**config.mk**
```make
export PLATFORM = sky130hd
export DESIGN_NAME = idp_sequencer
export DESIGN_NICKNAME = d
export VERILOG_FILES = /design/src/rtl/idp_sequencer.sv
export SDC_FILE = /design/constraint.sdc
export NUM_CORES = 1
export LEC_CHECK = 0
export BUFFER_PORTS_ARGS = -buffer_cell sky130_fd_sc_hd__buf_4
export CAP_MARGIN = 20
export CORE_AREA = 2 2 57 48
export CTS_BUF_LIST = sky130_fd_sc_hd__clkbuf_8
export CTS_CLUSTER_DIAMETER = 30
export DETAILED_ROUTE_END_ITERATION = 10
export DIE_AREA = 0 0 59 50
export PLACE_DENSITY = 0.79
export SLEW_MARGIN = 20
export SYNTH_ARGS = -nofsm -noshare
export SYNTH_HDL_FRONTEND = slang
export SYNTH_SLANG_ARGS = --single-unit
```
**constraint.sdc**
```tcl
create_clock -name clk -period 2 [get_ports clk]
set_input_delay 0.4 -clock clk [delete_from_list [all_inputs] [get_ports clk]]
set_output_delay 0.4 -clock clk [all_outputs]
set_load 0.01 [all_outputs]
```
**src/rtl/idp_sequencer.sv**
```systemverilog
// idp_sequencer: multi-cycle control sequencer for the integer datapath.
//
// It takes one 16-bit instruction per start/done handshake. It then steps
// through DECODE, EXECUTE, WRITE and DONE to drive register-file addresses,
// the write enable, the ALU op and the S-mux select. It also counts the
// instructions that complete.
//
// Ports:
//   clk          system clock, rising edge
//   reset        asynchronous, active-high reset
//   start        request to execute instr (sampled only when accepted)
//   instr[15:0]  [15:12] op, [11:9] W_Adr, [8:6] R_Adr, [5:3] S_Adr,
//                [2] S_Sel, [1:0] reserved
//   busy         instruction in flight (DECODE..DONE)
//   done         one-cycle completion pulse (DONE)
//   W_En         register-file write enable (WRITE only)
//   W_Adr        write address (EXECUTE, WRITE)
//   R_Adr/S_Adr  read addresses (DECODE..WRITE)
//   S_Sel        0 = register S operand, 1 = external DS (DECODE..WRITE)
//   Alu_Op       ALU operation (DECODE..WRITE)
//   instr_count  completed-instruction counter, wraps
//
// Build option: defining IDP_SEQ_PENDING_EN adds a one-entry pending buffer.
// The buffer accepts a start while busy, which allows back-to-back issue
// every 4 cycles. In the default build, a start while busy is ignored.
//
// state   | meaning
// --------+--------------------------------------------------
// IDLE    | waiting for start
// DECODE  | read controls driven from ir
// EXECUTE | read controls held, write address driven
// WRITE   | W_En asserted for this single cycle
// DONE    | done pulse; counter bumps on the exit edge

module idp_sequencer #(
  parameter int OP_W  = 4,
  parameter int ADR_W = 3,
  parameter int CNT_W = 8
) (
  input  logic             clk,
  input  logic             reset,
  input  logic             start,
  input  logic [15:0]      instr,
  output logic             busy,
  output logic             done,
  output logic             W_En,
  output logic [ADR_W-1:0] W_Adr,
  output logic [ADR_W-1:0] R_Adr,
  output logic [ADR_W-1:0] S_Adr,
  output logic             S_Sel,
  output logic [OP_W-1:0]  Alu_Op,
  output logic [CNT_W-1:0] instr_count
);

  typedef enum logic [2:0] {
    IDLE    = 3'd0,
    DECODE  = 3'd1,
    EXECUTE = 3'd2,
    WRITE   = 3'd3,
    DONE    = 3'd4
  } state_t;

  state_t             state_q, state_d;
  // Only bits [15:2] are kept; the two reserved bits never reach the datapath.
  logic [15:2]        ir_q, ir_d;
  logic [CNT_W-1:0]   cnt_q, cnt_d;

  logic unused_rsvd;
  assign unused_rsvd = ^instr[1:0];

`ifdef IDP_SEQ_PENDING_EN
  logic               pend_valid_q, pend_valid_d;
  logic [15:2]        pend_instr_q, pend_instr_d;

  always_ff @(posedge clk or posedge reset) begin
    if (reset) begin
      pend_valid_q <= 1'b0;
      pend_instr_q <= '0;
    end else begin
      pend_valid_q <= pend_valid_d;
      pend_instr_q <= pend_instr_d;
    end
  end
`endif

  always_ff @(posedge clk or posedge reset) begin
    if (reset) begin
      state_q <= IDLE;
      ir_q    <= '0;
      cnt_q   <= '0;
    end else begin
      state_q <= state_d;
      ir_q    <= ir_d;
      cnt_q   <= cnt_d;
    end
  end

  always_comb begin
    state_d = state_q;
    ir_d    = ir_q;
    cnt_d   = cnt_q;
`ifdef IDP_SEQ_PENDING_EN
    pend_valid_d = pend_valid_q;
    pend_instr_d = pend_instr_q;
`endif
    case (state_q)
      IDLE: begin
`ifdef IDP_SEQ_PENDING_EN
        // A start captured during the final DONE cycle lands here.
        // Drain it before looking at a fresh start.
        if (pend_valid_q) begin
          state_d      = DECODE;
          ir_d         = pend_instr_q;
          pend_valid_d = 1'b0;
        end else
`endif
        if (start) begin
          state_d = DECODE;
          ir_d    = instr[15:2];
        end
      end
      DECODE:  state_d = EXECUTE;
      EXECUTE: state_d = WRITE;
      WRITE:   state_d = DONE;
      DONE: begin
        cnt_d   = cnt_q + CNT_W'(1);
        state_d = IDLE;
`ifdef IDP_SEQ_PENDING_EN
        if (pend_valid_q) begin
          state_d      = DECODE;
          ir_d         = pend_instr_q;
          pend_valid_d = 1'b0;
        end
`endif
      end
      default: state_d = IDLE;
    endcase
`ifdef IDP_SEQ_PENDING_EN
    // Uses the registered pend_valid. A start in the same DONE cycle that
    // drains the buffer is therefore dropped, not stored.
    if (start && (state_q != IDLE) && !pend_valid_q) begin
      pend_valid_d = 1'b1;
      pend_instr_d = instr[15:2];
    end
`endif
  end

  // Outputs are pure decodes of registered state. Because of that, reset
  // kills W_En without waiting for a clock edge.
  always_comb begin
    busy   = 1'b0;
    done   = 1'b0;
    W_En   = 1'b0;
    W_Adr  = '0;
    R_Adr  = '0;
    S_Adr  = '0;
    S_Sel  = 1'b0;
    Alu_Op = '0;
    case (state_q)
      DECODE, EXECUTE, WRITE: begin
        busy   = 1'b1;
        R_Adr  = ADR_W'(ir_q[8:6]);
        S_Adr  = ADR_W'(ir_q[5:3]);
        S_Sel  = ir_q[2];
        Alu_Op = OP_W'(ir_q[15:12]);
        if (state_q != DECODE) W_Adr = ADR_W'(ir_q[11:9]);
        if (state_q == WRITE)  W_En  = 1'b1;
      end
      DONE: begin
        busy = 1'b1;
        done = 1'b1;
      end
      default: ;
    endcase
  end

  assign instr_count = cnt_q;

endmodule

```
==> summary.md <==
| Metric | Value |
|---|---|
| Post-CTS Resized | `1` |
| Antenna violations before repair | `0` |
| Cells after Synth | `87` |
| IO Pins | `44` |
| Via count | `801` |
| First-pass GRT wire length | `3660 µm` |
| WL per Instance | `13.8 µm` |
| Synth warn | `0` |
| CP startpoint kind | `flop` |
| CTS tree | `done` |
| Post-route DRC | `0` |
| CTS Buffer Depth | `2` |
| Top-area cell type share of the netlist area | `55.3%` |
| Die H | `50 µm` |
| GRT Overall Usage | `16.9%` |
| RSZ-0062 raised after global routing | `false` |
| Starting density of the core | `47.9%` |
| Clock root buffer | `clkbuf_8` |
| CTS Buf Count | `3` |
| Non-Filler Cell Area, Final | `1530 µm²` |
| Dpl cell area | `1480 µm²` |
| Pwr Total | `2.35 mW` |
| Top post-synthesis cells by area | `dfrtp_1, mux2_2, and2_1, xnor2_1, nor4b_4` |
| DR iter-0 viols | `4` |
| Post-route clock period utilization | `91.7%` |
| Post-DP HPWL | `1630 µm` |
| Final Critical Period | `1830 ps` |
| WP data arrival | `1430 ps` |
| Status | `completed` |
| Slew at the pin with the worst max-slew slack | `392 ps` |
| Register area | `626 µm²` |
| Max Cap Viol | `0` |
| Post-Route Skew | `3.47 ps` |
| Leak Pwr | `0.739 nW` |
| Hold crit path type | `input pin to asynchronous set/reset pin` |
| Syn_area_per_cell | `13.0 µm²` |
| Area of the multi-input gates | `484 µm²` |
| Num Clock Sinks | `25` |
| Clk slew on worst S/H paths | `80 ps` |
| Hold Buf Count CTS | `0` |
| #FFs+latches synth | `25` |
| Setup TNS | `0 ps` |
| Core area | `2360 µm²` |
| Share of layout cells above drive strength 1 | `49.6%` |
| Filler cells | `206` |
| GRT overflow | `0` |
| Max VDD drop | `0.769 mV` |
| I/O Buffers | `41` |
| Drt via density | `5.01` |
| CP endpoint kind | `output pin` |
| Vias in the first global route | `836` |
| Pre-Repair DR Iteration Count | `2` |
| Syn_nets | `107` |
| P&R area growth vs syn | `35.3%` |
| Antenna Violating Nets Remaining | `0` |
| Worst endpoint required time | `1600 ps` |
| Cell row count | `16` |
| Final WL | `2210 µm` |
| # Post-CTS Setup Buffers | `0` |
| Largest net degree at the start of global routing | `26` |
| Final count of pins violating max slew | `0` |
| Diodes inserted | `0` |
| Yosys top cell by area | `dfrtp_1` |
| CTS HTree Levels | `1` |
| Gpl congestion | `0.792` |
| Seq/Total Area, Yosys | `55.3%` |
| Post-synth cell types | `20` |
| Mapped cell area | `1130 µm²` |
| Final #Nets | `154` |
| Die Width | `59 µm` |
| Fin. Hold Viols | `0` |
| Setup violations, final | `0` |
| Worst-path fanout max | `9` |
| Die area | `2950 µm²` |
| Fmax | `545 MHz` |
| Hold_ws | `183 ps` |
| Clk Latency, worst-skew pair | `270 ps` |
| Crit Path Category | `flop to output pin` |
| Cell Pwr Density | `1530 nW/µm²` |
| Rel. slew slack | `73.8%` |
## area by class of cell
cell class / count / area share [%]
Sequential cell: 25 / 40.9
Clock inverter: 1 / 0.245
Tap cell: 27 / 2.21
Multi-Input combinational cell: 58 / 31.6
Inverter: 1 / 0.245
Clock buffer: 3 / 2.70
Timing Repair Buffer: 45 / 22.1
## Yosys cell counts
cell and count:
and2_1 17, and3_1 1, and4_1 1, buf_2 1
buf_6 1, clkbuf_1 1, dfrtp_1 25, ha_1 1
inv_1 1, mux2_2 15, nand2_1 1, nand3_1 3
nand4_1 2, nor2_1 4, nor2b_1 1, nor3_1 1
nor3b_4 1, nor4b_4 1, xnor2_1 8, xor2_1 1
## where the power goes
part | switching [mW] | internal [mW] | total (mW)
Clock | 0.154 | 0.137 | 0.292
Combinational | 0.522 | 0.684 | 1.21
Sequential | 0.137 | 0.714 | 0.851
Total | 0.813 | 1.54 | 2.35
## path summary, 6_finish.rpt
check,from,end,slack [ps],cells after the start
setup / recovery,state_q[2],done,170,2
hold / removal,reset,ir_q[15],180,3
setup reg to reg,state_q[1],ir_q[13],460,4
hold reg to reg,instr_count[7],instr_count[7],480,1
max in group asynchronous,reset,ir_q[10],1570,3
min in group clk,instr[12],ir_q[12],360,2
## worst max-delay path, cell delays in order (launching register included)
cell and delay, ps:
dfrtp_1 530, nor3b_4 440, buf_4 200
## routing by layer
layer  track usage [%]  part of all wire, %  up-vias
met2              29.3                   54       20
met1              19.0                   41      399
li1                  -                    -      380
met5                 0                    0        -
met4              5.68                 0.54        0
met3              6.30                  4.6        2
## placed cells by master, fill, tap and decap left out
| master | Yosys | routed |
|---|---|---|
| and2_1 | 17 | 17 |
| and3_1 | 1 | 1 |
| and4_1 | 1 | 1 |
| buf_4 | 0 | 45 |
| clkbuf_8 | 0 | 3 |
| dfrtp_1 | 25 | 25 |
| ha_1 | 1 | 1 |
| inv_1 | 1 | 2 |
| mux2_2 | 15 | 15 |
| nand2_1 | 1 | 1 |
| nand3_1 | 3 | 3 |
| nand4_1 | 2 | 2 |
| nor2_1 | 4 | 3 |
| nor2_2 | 0 | 1 |
| nor2b_1 | 1 | 1 |
| nor3_1 | 1 | 1 |
| nor3b_4 | 1 | 1 |
| nor4b_4 | 1 | 1 |
| xnor2_1 | 8 | 8 |
| xor2_1 | 1 | 1 |
## sequential cells by signal, summed over array words and instances, names as in the netlist
signal and count:
ir_q 14, instr_count 8, state_q 3
## kinds of logic (layout without fill, tap and decap cells)
| logic type | count (synthesis) | in the layout | synth area share, % |
|---|---|---|---|
| flops | 25 | 25 | 55.3 |
| mux | 15 | 15 | 14.9 |
| fa+ha+maj | 1 | 1 | 1.11 |
| buf+inv | 4 | 50 | 2.10 |
| xor+xnor | 9 | 9 | 6.97 |
| simple gates | 33 | 33 | 19.6 |
## through the flow
step	setup slack [ps]	instances	util, %
2_1_floorplan	485	87	-
3_3_place_gp	334	156	62.8
3_5_place_dp	295	156	62.8
4_1_cts	150	160	64.8
5_1_grt	62.8	160	64.8
6_report	166	160	64.8
Note: power is estimated with default switching activity, not from simulation.
